<file path="src/rtl/tdc_ctrl_reg_bank.sv">
// Bank of N_REG JTAG user data registers sharing one shift chain, with bypass for
// unmapped select codes, shift-length checking, lock masking and a functional write/load path.
module tdc_ctrl_reg_bank #(
  parameter int unsigned                  DR_LENGTH   = 16,
  parameter int unsigned                  N_REG       = 4,
  parameter int unsigned                  SEL_W       = 2,
  parameter logic [N_REG*DR_LENGTH-1:0]   RESET_VALUE = '0,
  parameter logic [N_REG-1:0]             CAP_STATUS  = '0,
  parameter logic [N_REG-1:0]             LOCK_MASK   = '0
) (
  input  logic                         clk,
  input  logic                         rst_n,
  input  logic [SEL_W-1:0]             sel,
  input  logic                         serial_in,
  input  logic                         shift,
  input  logic                         capture,
  input  logic                         update,
  output logic                         serial_out,
  input  logic                         write,
  input  logic                         load,
  input  logic [SEL_W-1:0]             write_sel,
  input  logic [DR_LENGTH-1:0]         write_data,
  input  logic [DR_LENGTH-1:0]         load_data,
  input  logic                         lock,
  input  logic [N_REG*DR_LENGTH-1:0]   status_in,
  output logic [N_REG*DR_LENGTH-1:0]   parallel_out,
  output logic [N_REG-1:0]             update_pulse,
  output logic                         len_err
);

  localparam int unsigned          CNT_W    = $clog2(DR_LENGTH + 2);
  localparam logic [CNT_W-1:0]     CNT_FULL = CNT_W'(DR_LENGTH);
  localparam logic [CNT_W-1:0]     CNT_SAT  = CNT_W'(DR_LENGTH + 1);

  logic [DR_LENGTH-1:0] sr;
  logic                 byp;
  logic [CNT_W-1:0]     shift_cnt;

  logic                 sel_valid;
  logic                 sel_locked;
  logic [DR_LENGTH-1:0] cap_val;
  logic [N_REG-1:0]     sel_hit;
  logic [N_REG-1:0]     wr_hit;
  logic [N_REG-1:0]     commit;

  // One-hot decode keeps out-of-range select codes from ever indexing a register.
  always_comb begin
    sel_valid = 32'(sel) < N_REG;
    cap_val   = '0;
    sel_hit   = '0;
    wr_hit    = '0;
    for (int unsigned i = 0; i < N_REG; i++) begin
      sel_hit[i] = (32'(sel) == i);
      wr_hit[i]  = (32'(write_sel) == i);
      if (sel_hit[i]) begin
        cap_val = CAP_STATUS[i] ? status_in[i*DR_LENGTH +: DR_LENGTH]
                                : parallel_out[i*DR_LENGTH +: DR_LENGTH];
      end
    end
    sel_locked = lock && |(sel_hit & LOCK_MASK);
    commit     = (update && !sel_locked && shift_cnt == CNT_FULL) ? sel_hit : '0;
  end

  assign serial_out = sel_valid ? sr[0] : byp;

  always_ff @(posedge clk or negedge rst_n) begin
    if (!rst_n) begin
      sr           <= '0;
      byp          <= 1'b0;
      shift_cnt    <= '0;
      parallel_out <= RESET_VALUE;
      update_pulse <= '0;
      len_err      <= 1'b0;
    end else begin
      update_pulse <= commit;
      if (sel_valid) begin
        if (capture) begin
          sr        <= cap_val;
          shift_cnt <= '0;
        end else if (shift) begin
          sr <= {serial_in, sr[DR_LENGTH-1:1]};
          if (shift_cnt != CNT_SAT) shift_cnt <= shift_cnt + 1'b1;
        end
        // A locked update leaves len_err alone even when the count is wrong.
        if (update && !sel_locked && shift_cnt != CNT_FULL) len_err <= 1'b1;
        else if (capture)                                   len_err <= 1'b0;
      end else begin
        if (capture)    byp <= 1'b0;
        else if (shift) byp <= serial_in;
      end
      for (int unsigned i = 0; i < N_REG; i++) begin
        if (commit[i])              parallel_out[i*DR_LENGTH +: DR_LENGTH] <= sr;
        else if (write && wr_hit[i]) parallel_out[i*DR_LENGTH +: DR_LENGTH] <= write_data;
        else if (load && wr_hit[i])  parallel_out[i*DR_LENGTH +: DR_LENGTH] <= load_data;
      end
    end
  end

endmodule

</file>
<file path="config.mk">
export PLATFORM = sky130hd
export DESIGN_NAME = tdc_ctrl_reg_bank
export DESIGN_NICKNAME = d
export VERILOG_FILES = /design/src/rtl/tdc_ctrl_reg_bank.sv
export SDC_FILE = /design/constraint.sdc
export NUM_CORES = 1
export LEC_CHECK = 0
export BUFFER_PORTS_ARGS = -buffer_cell sky130_fd_sc_hd__buf_2
export CORE_ASPECT_RATIO = 2
export CORE_MARGIN = 1.5
export CORE_UTILIZATION = 55
export CTS_CLUSTER_SIZE = 8
export DETAILED_ROUTE_END_ITERATION = 10
export PLACE_DENSITY = 0.82
export SLEW_MARGIN = 20
export SYNTH_ARGS = -nofsm -noshare
export SYNTH_HDL_FRONTEND = slang
export SYNTH_SLANG_ARGS = --single-unit
</file>
<file path="constraint.sdc">
create_clock -name clk -period 2.9 [get_ports clk]
set_clock_uncertainty 0.1 [all_clocks]
set_input_delay 0 -clock clk [delete_from_list [all_inputs] [get_ports clk]]
set_output_delay 0 -clock clk [all_outputs]
set_load 0.03 [all_outputs]
</file>
==> impl_metrics.ini <==
[global_routing]
grt_first_pass_wirelength_um = 26100
grt-ovfl-total = 0
grt_max_degree = 43
antenna_found_initial = 0
via_count_of_the_first_global_routing_pass = 5005
global_routing_usage_summed_across_all_routing_layers_pct = 33.5

[placement]
post_detailed_placement_half_perimeter_wirelength_um = 10800
post_place_setup_slack_ps = 569
final_estimated_routing_congestion_in_global_placement = 0.860
io_buffer_count = 113

[synthesis]
seq_total_area_yosys_pct = 42.7
synth_enable_flop_cells = 0
synthesis.instances = 499
ys.warnings.count = 0
synth.distinct_cells = 43
synth.ff_latch_count = 90
syn_area_per_cell_um2 = 10.6
postSynth.asyncResetShare_pct = 100
synth_ff_type = sky130_fd_sc_hd__dfrtp_1
syn-num-nets = 611
syn-cell-area_um2 = 5270

[critical_path]
cp_num_buf_inv = 2
cp_max_fo = 16
critical_path.endpoint_type = flip-flop
worst_ep_required_time_ps = 3030
crit_family = simple AND/OR/NAND/NOR gates
criticalPathCategory = reg -> reg
worst_setup_path_start_kind = flip-flop
critical_path.slowest_cell = sky130_fd_sc_hd__dfrtp_1
path_cells = inv_1 -> ha_1 -> nor4bb_4 -> buf_4 -> nand2_2 -> mux2_4
max_stage_delay_ps = 440
worst_ep_arrival_time_ps = 2510

[timing]
grt_setup_unrepaired = no
finalSetupTns_ps = 0
fmax_mhz = 420
setup_slack_ps = 520
final_max_slew_viol_count = 0
timing_hold_violations_final = 0
final.period_utilization_pct = 82.1
max_slew.worst_pin.slew_ps = 909
timing.max_slew.rel_slack_pct = 39.4
setup_viol = 0
worst_hold_slack_ps = 49.9
period_minus_slack_ps = 2380

[pwr]
ir_drop_v = 0.000347
power_leakage_nw = 2.63
power_per_cell_area_nw_per_um2 = 664
power.net_switching_mw = 1.45
internal-power_mw = 2.62
power.sequential.fraction_pct = 41.8
share_comb_of_total_power_pct = 28.9
power_frac_clock_pct = 29.3
design_power_total_mw = 4.08
swShare_pct = 35.6

[clock_network]
cts_buffer_depth = 2
clk_pin_slew_ps = 60
tritoncts = yes
post_cts_resized = 0
cts.sink_count = 90
cts_buffers = 9
clock-root-buffer = sky130_fd_sc_hd__clkbuf_16
cts_htree_levels = 3
clock_insertion_delay_worst_skew_ps = 350

[die]
initial_utilization_pct = 56.6
io-pin-count = 179
die_width_um = 72.2
core_area_um2 = 9320
die-area_um2 = 10200
placementRows = 50
die_height_um = 141

[cells_and_area]
diodes = 0
final_layout_size_suffix_gt1_share_pct = 36.1
fill_cells = 701
finish.net_count = 702
mostFrequentLayoutCells = sky130_fd_sc_hd__buf_2 (112), sky130_fd_sc_hd__dfrtp_1 (90), sky130_fd_sc_hd__a21oi_1 (53), sky130_fd_sc_hd__nand3_1 (50), sky130_fd_sc_hd__o31ai_1 (47)
final_core_util_pct = 65.9
area_delta_synth_final_pct = 16.4
final_common_cell = sky130_fd_sc_hd__buf_2

[detailed_routing]
antenna_left = 0
first_iter_violations = 694
dr.pass1.iters = 8
vias = 4993
drc = 0
drt-total-wl_um = 16700
post_drt_wl_per_cell_um = 23.8
avgViaCountPerCell = 7.14

[status]
run_status = complete, no violations

[worst_hold_path]
min_path_type = in -> reg

[flow_run]
maxCapViolations = 0
==> logic make-up (layout without fill, tap and decap cells) <==
kind of cell / count (synthesis) / after routing / share of synthesized area [%]
simple gates: 140 / 140 / 14.0
compound gates: 126 / 126 / 14.8
flops: 90 / 90 / 42.7
mux: 78 / 78 / 21.0
buf+inv: 60 / 156 / 6.48
fa+ha+maj: 3 / 3 / 0.712
xor+xnor: 2 / 2 / 0.332
==> cell type report <==
cell class / instances / area (um2) / share of cell area, %
flip-flops and latches: 90 / 2250 / 36.7
multi-input cells: 349 / 2690 / 43.9
well taps: 104 / 130 / 2.12
clock buffers: 15 / 298 / 4.85
clock inverters: 1 / 5.00 / 0.0815
inverters: 6 / 22.5 / 0.367
repair buffers: 134 / 738 / 12.0
==> power by group through the flow <==
stage	logic, mW	clock network, mW	registers, mW
3_5_place_dp	1.16	0	1.71
2_1_floorplan	0.508	0	1.97
5_1_grt	1.25	1.24	1.72
6_report	1.18	1.19	1.71
4_1_cts	1.17	1.20	1.69
3_3_place_gp	1.13	0	1.70
==> timing repair <==
action                    in CTS  in global routing
buffers inserted               0                  0
hold endpoints to repair      43                  0
hold buffers                   5                  0
==> sequential cells by signal, indices dropped and copies added (netlist names) <==
| signal | flops |
|---|---|
| len_err | 1 |
| parallel_out | 64 |
| update_pulse | 4 |
| sr | 16 |
| shift_cnt | 5 |
==> synth_stat cells, drive strengths merged (3+ instances only) <==
cell type	count	share of area (%)
clkbuf	24	1.7
o31ai	48	6.9
mux4	16	6.8
buf	30	4.3
o21ai	18	1.7
mux2i	16	3.0
dfrtp	90	43
a21oi	53	5.0
nor3	45	4.3
ha	3	0.71
nand3	50	4.7
and2	3	0.36
inv	6	0.43
nor2	4	0.33
nor2b	3	0.36
nand2b	4	0.47
mux2	46	11
nand2	17	1.3
==> per-stage QoR <==
| step | instance area, um2 | std cells |
|---|---|---|
| global route | 6140 | 699 |
| detailed placement | 5790 | 678 |
| finish | 6140 | 699 |
| CTS | 6140 | 699 |
| global placement | 5790 | 678 |
| floorplan | 5270 | 499 |
==> routing by layer <==
metal	part of all wire (%)	routed length (um)	GRT usage, %	vias to the layer above
met3	9.6	1600	5.89	121
met1	34	5700	40.7	2387
met2	50	8260	53.8	433
li1	-	-	-	2052
met5	0	0	0	-
met4	6.6	1110	22.0	0
==> worst reg2reg max path, delay by kind of cell (launching register included) <==
| family | cells | cell delay, ps |
|---|---|---|
| adder cells (fa/ha/maj) | 1 | 180 |
| AND/OR/NAND/NOR | 2 | 740 |
| multiplexers | 1 | 450 |
| flip-flops | 1 | 440 |
| buffers and inverters | 2 | 350 |
==> worst paths after layout <==
kind,depth (start not counted),slack [ps],start,to
worst max-delay path,6,520,shift_cnt[0]$_DFFE_PN0P_,parallel_out[55]$_DFFE_PN0P_
worst min-delay path,4,50,load_data[14],parallel_out[30]$_DFFE_PN0P_
worst min register to register,2,470,len_err$_DFFE_PN0P_,len_err$_DFFE_PN0P_
max in group asynchronous,3,1800,rst_n,parallel_out[62]$_DFFE_PN0P_
worst max register to register,6,520,shift_cnt[0]$_DFFE_PN0P_,parallel_out[55]$_DFFE_PN0P_
min in group asynchronous,2,80,rst_n,shift_cnt[3]$_DFFE_PN0P_
No activity file was read; power rests on OpenSTA's default activity.
